==> config.mk <==
export PLATFORM = sky130hd
export DESIGN_NAME = sipo_register
export DESIGN_NICKNAME = d
export VERILOG_FILES = /design/src/rtl/sipo_register.sv
export SDC_FILE = /design/constraint.sdc
export NUM_CORES = 1
export LEC_CHECK = 0
export BUFFER_PORTS_ARGS = -buffer_cell sky130_fd_sc_hd__buf_2
export CAP_MARGIN = 15
export CELL_PAD_IN_SITES_DETAIL_PLACEMENT = 1
export CELL_PAD_IN_SITES_GLOBAL_PLACEMENT = 2
export CORE_MARGIN = 1
export CORE_UTILIZATION = 27
export DETAILED_ROUTE_END_ITERATION = 16
export PLACE_DENSITY = 0.72
export REMOVE_ABC_BUFFERS = 1
export SYNTH_ARGS = -nofsm -noshare
export SYNTH_HDL_FRONTEND = slang
export SYNTH_SLANG_ARGS = --single-unit
==> constraint.sdc <==
create_clock -name clk -period 1.33 [get_ports clk]
set_clock_uncertainty 0.05 [all_clocks]
set_input_delay 0.0665 -clock clk [delete_from_list [all_inputs] [get_ports clk]]
set_output_delay 0.0665 -clock clk [all_outputs]
set_load 0.01 [all_outputs]
==> src/rtl/sipo_register.sv <==
// Serial-in, parallel-out deserializer with a valid/ready output holding register,
// selectable bit order, synchronous flush and sticky overrun flag.
module sipo_register #(
  parameter int unsigned WIDTH     = 4,
  parameter bit          MSB_FIRST = 1'b1,
  parameter int unsigned CNT_W     = $clog2(WIDTH)
) (
  input  logic             clk,
  input  logic             reset,
  input  logic             sin_valid,
  input  logic             sin,
  input  logic             clear,
  output logic [WIDTH-1:0] dout,
  output logic             dout_valid,
  input  logic             dout_ready,
  output logic             overrun,
  output logic [CNT_W-1:0] bit_cnt
);

  typedef enum logic {
    EMPTY = 1'b0,
    FULL  = 1'b1
  } state_t;

  localparam logic [CNT_W-1:0] LAST_BIT = CNT_W'(WIDTH - 1);

  logic [WIDTH-1:0] sh;
  logic [WIDTH-1:0] sh_next;
  logic [WIDTH-1:0] dout_next;
  logic             accept;
  logic             complete;
  logic             overrun_next;
  state_t           state;
  state_t           state_next;

  // Shifted value including the current bit; also the completed word on the last bit.
  always_comb begin
    sh_next = sh;
    if (MSB_FIRST) begin
      sh_next = {sh[WIDTH-2:0], sin};
    end else begin
      sh_next = {sin, sh[WIDTH-1:1]};
    end
  end

  // Clear wins over a sampled bit, so a flushed edge never counts toward a word.
  always_comb begin
    accept   = sin_valid & ~clear;
    complete = accept & (bit_cnt == LAST_BIT);
  end

  // Partial-word shift register and bit counter.
  always_ff @(posedge clk or negedge reset) begin
    if (!reset) begin
      sh      <= '0;
      bit_cnt <= '0;
    end else if (clear || complete) begin
      sh      <= '0;
      bit_cnt <= '0;
    end else if (accept) begin
      sh      <= sh_next;
      bit_cnt <= bit_cnt + CNT_W'(1);
    end
  end

  // Output state register with holding word and sticky overrun.
  always_ff @(posedge clk or negedge reset) begin
    if (!reset) begin
      state   <= EMPTY;
      dout    <= '0;
      overrun <= 1'b0;
    end else begin
      state   <= state_next;
      dout    <= dout_next;
      overrun <= overrun_next;
    end
  end

  // Next output state: load on completion, drain on handshake, drop the word when stalled.
  always_comb begin
    state_next   = state;
    dout_next    = dout;
    overrun_next = overrun;
    unique case (state)
      EMPTY: begin
        if (complete) begin
          state_next = FULL;
          dout_next  = sh_next;
        end
      end
      FULL: begin
        if (dout_ready) begin
          if (complete) begin
            dout_next = sh_next;
          end else begin
            state_next = EMPTY;
          end
        end else if (complete) begin
          overrun_next = 1'b1;
        end
      end
      default: state_next = EMPTY;
    endcase
    if (clear) begin
      overrun_next = 1'b0;
    end
  end

  assign dout_valid = (state == FULL);

endmodule

# After elaboration in Yosys (flattened, before gate mapping)
# Cells that the tools add are included.
# classes
addsub	1
eq_ne	3
mux	14
bitwise	4
n_reduce_logical	5
# ops
operator	count
4-bit two-way mux	2
4-bit one-hot mux with 2 select lines	1
1-bit two-way mux	6
3-bit two-way mux	2
2-bit nonzero test	3
2-bit two-way mux	2
2-bit inequality test (second input constant)	2
3-bit AND reduction	1
2-bit by 1-bit adder with 2-bit output (second input constant)	1
1-bit AND	2
2-bit equality test (second input constant)	1
1-bit inverter	2
1-bit one-hot mux with 2 select lines	1
1-bit logical OR	1
# word_totals
ff_bits	11
input_bits	6
out_inout_bits	8
word_cells	32

# Depth between registers and ports, before layout
# depth
depth_word	7
depth_mapped	4
ltp_nobuf	4

# Least setup slack after synthesis
# No wires, ideal clock.
# synth_path
path_kind	register to register
startpoint	register bit_cnt[0]
endpoint	register dout[0]
setup_ns	0.125
arrival_time_ns	1.267
required_time_ns	1.155
setup_slack_ns	-0.111
stages_incl_launch_ff	5
path_buffers	0
period_less_slack_ns	1.441
cell_sequence	dfrtp_1 ha_1 nand2_2 nor3_4 mux2_2
# synth_between
elab_chain_len	5
# synth_rtl
item	line_no	text
start: declaration	17	output logic [CNT_W-1:0] bit_cnt
start signal: assignment	62	bit_cnt <= bit_cnt + CNT_W'(1);
2-bit equality test (*)	49	complete = accept & (bit_cnt == LAST_BIT);
1-bit AND (*)	49	
4-bit two-way mux (*)	-	
4-bit two-way mux	-	
4-bit one-hot mux with 2 select lines (*)	-	
end signal: assignment	74	dout <= dout_next;
end: declaration	13	output logic [WIDTH-1:0] dout,
# Mark *: on every way between the ends. The rest lies on a longest branch, timed or not. The select of a mux whose other input is x is not followed.
# A chain may end at the register's enable or synchronous reset.

# Worst setup path in the final report
# layout_path
startpoint	register bit_cnt[0]
endpoint	register dout[1]
# Same word-level chain as after synthesis.

==> impl_metrics.ini <==
[worst_setup_path]
crit_path_max_fanout = 4
crit_arrival_ns = 1.47
worst_ep_required_time_ns = 1.43
reg2reg_from = bit_cnt[0]
crit_end = dout[1]
crit_type = flip-flop to flip-flop
ff2ff_setup_slack_ns = -0.04
end_kind = flip-flop
crit_path_start_kind = flip-flop
ff2ff_path_depth = 4
worstSetupStartpoint = bit_cnt[0]
regToRegEndpoint = dout[1]

[cts]
cts_buffer_depth = 2
htreeDepth = 1
cts_root_buf = clkbuf_4
clkSlewWorstSetupHoldPaths_ns = 0.07
numCtsBuffers = 3
cts_tree = built
insertion_delay_ns = 0.26
clock_sinks = 11

[drt]
vias_per_cell = 4.46
antenna_left = 0
wl_per_cell_microns = 12.0
finalWirelength_microns = 1020
initialDrtViolationCount = 1
dr.pass1.iters = 2
drc_errors = 0
num_vias = 379

[logic_synthesis]
synth_seq_cells = 11
synth_top_area_cell = dfrtp_1
syn_area_sq_um = 495
syn_area_per_cell_sq_um = 12.7
synth.top_cell.area_share_pct = 55.6
ys_seq_area_share_pct = 55.6
yosysUniqueCellTypes = 15
synthesis.instances = 39
yosys_warnings = 0
synth.area.top_cells = dfrtp_1 (56%), mux2_2 (9.1%), nand3b_1 (6.1%)

[cells_and_area]
insertedDiodeCount = 0
final_cell_mix = buf_2 (13), dfrtp_1 (11)
final_common_cell = buf_2
drive_gt1_share_pct = 46.7
stdcell_count = 85
fin_nets = 68
utilization_pct = 37.9
n_fill_cell = 202
synthToLayoutAreaGrowth_pct = 32.1

[timing]
rsz0062_at_grt = true
slew_viol_final = 0
finalHoldViolCount = 0
period_minus_slack_ns = 1.37
worstMarginPinSlew_ns = 0.264
setup_viol = 4
setup_ws_ns = -0.0427
relSlewSlack_pct = 82.4
hold_ws_ns = 0.0401
max_freq_ghz = 0.728
final.period_utilization_pct = 103

[global_route]
antenna_found_initial = 0
grt-ovfl-total = 0
grt_pass1_wl_microns = 1830
grt_start_max_net_pins = 12
grt_pass1_vias = 417
grt.total_usage_pct = 13.2

[floorplan]
die_y_microns = 44.8
initial_utilization_pct = 28.7
core_area_sq_mm = 0.00173
rows = 15
pin_count = 14
die_w_microns = 44.8
die_area_sq_mm = 0.00201

[place]
gp_congestion = 0.689
place_inst = 79
port_buffers = 13
dp_hpwl_microns = 731

[outcome]
status = finished, violations left
violations = setup timing

[worst_hold_path]
hold_path_class = input pin to flip-flop

[pwr]
peakVddDrop_mv = 0.378
p_leak_uw = 0.000319
powerDensity_mw_per_mm2 = 1040
total_power_uw = 679

[run]
drv_cap = 0
[layer usage]
| metal | GRT usage, % | up-vias | part of all wire (%) |
|---|---|---|---|
| li1 | - | 180 | - |
| met1 | 17.6 | 185 | 50 |
| met2 | 19.4 | 12 | 44 |
| met3 | 3.60 | 2 | 4.7 |
| met4 | 7.27 | 0 | 1.2 |
| met5 | 0 | - | 0 |
[area by class of cell]
type | instances | area, sq um | area share [%]
Clock buffer | 4 | 26.3 | 4.02
Multi-Input combinational cell | 26 | 206 | 31.5
Sequential cell | 11 | 275 | 42.1
Tap cell | 25 | 31.3 | 4.78
Timing Repair Buffer | 19 | 115 | 17.6
[flip-flops by register name (all words and copies together) (netlist names)]
register    flops
overrun         1
bit_cnt         2
dout            4
sh              3
dout_valid      1
[cells by family (layout without fill, tap and decap cells)]
kind of cell / count (synthesis) / after routing / synth area share, %
AOI/OAI and AO/OA: 6 / 6 / 6.82
adders and majority gates: 1 / 1 / 2.52
buffers and inverters: 2 / 23 / 3.28
DFF: 11 / 11 / 55.6
muxes: 5 / 5 / 11.1
and+or+nand+nor: 14 / 14 / 20.7
[critical path: stages (launching register included)]
cell     delay, ns
dfrtp_1       0.37
ha_2          0.19
nand2_2       0.08
nor3_4        0.21
mux2_2        0.36
[cells in the mapped netlist, drive strengths merged]
master / number
a31oi: 1
dfrtp: 11
nor2b: 1
nand2: 1
mux2: 4
nand2b: 4
a21oi: 4
mux2i: 1
nor2: 3
nand3b: 4
nor3: 1
o21bai: 1
ha: 1
buf: 2
[power by group]
group | internal, uW | switching, uW
Combinational | 46.2 | 45.8
Sequential | 351 | 9.21
Clock | 116 | 111
[worst min path at each step]
stage,end,slack (ns),depth (start not counted),start
3_5_place_dp,overrun,-0.1,1,reset
6_report,sh[1],0.04,2,clear
5_1_grt,overrun,0.06,2,clear
2_1_floorplan,bit_cnt[0],-0.28,0,reset
4_1_cts,sh[1],0.04,2,clear
3_3_place_gp,overrun,-0.1,1,reset
[what timing repair did]
action | in CTS | in global routing
hold buffers | 2 | 0
setup endpoints to repair | 4 | 4
endpoints found under the hold margin | 12 | 0
pin swaps | 0 | 0
gates resized for setup | 1 | 0
buffers inserted | 0 | 0
[metrics by stage]
step	worst slack (ns)	setup TNS, ns	instance area, sq um
floorplan	-0.111	-0.446	479
global placement	-0.000105	-0.000105	606
detailed placement	-0.0439	-0.169	606
CTS	-0.0508	-0.193	654
global route	-0.131	-0.475	654
finish	-0.0427	-0.164	654
Power figures use the tool's default switching activity.
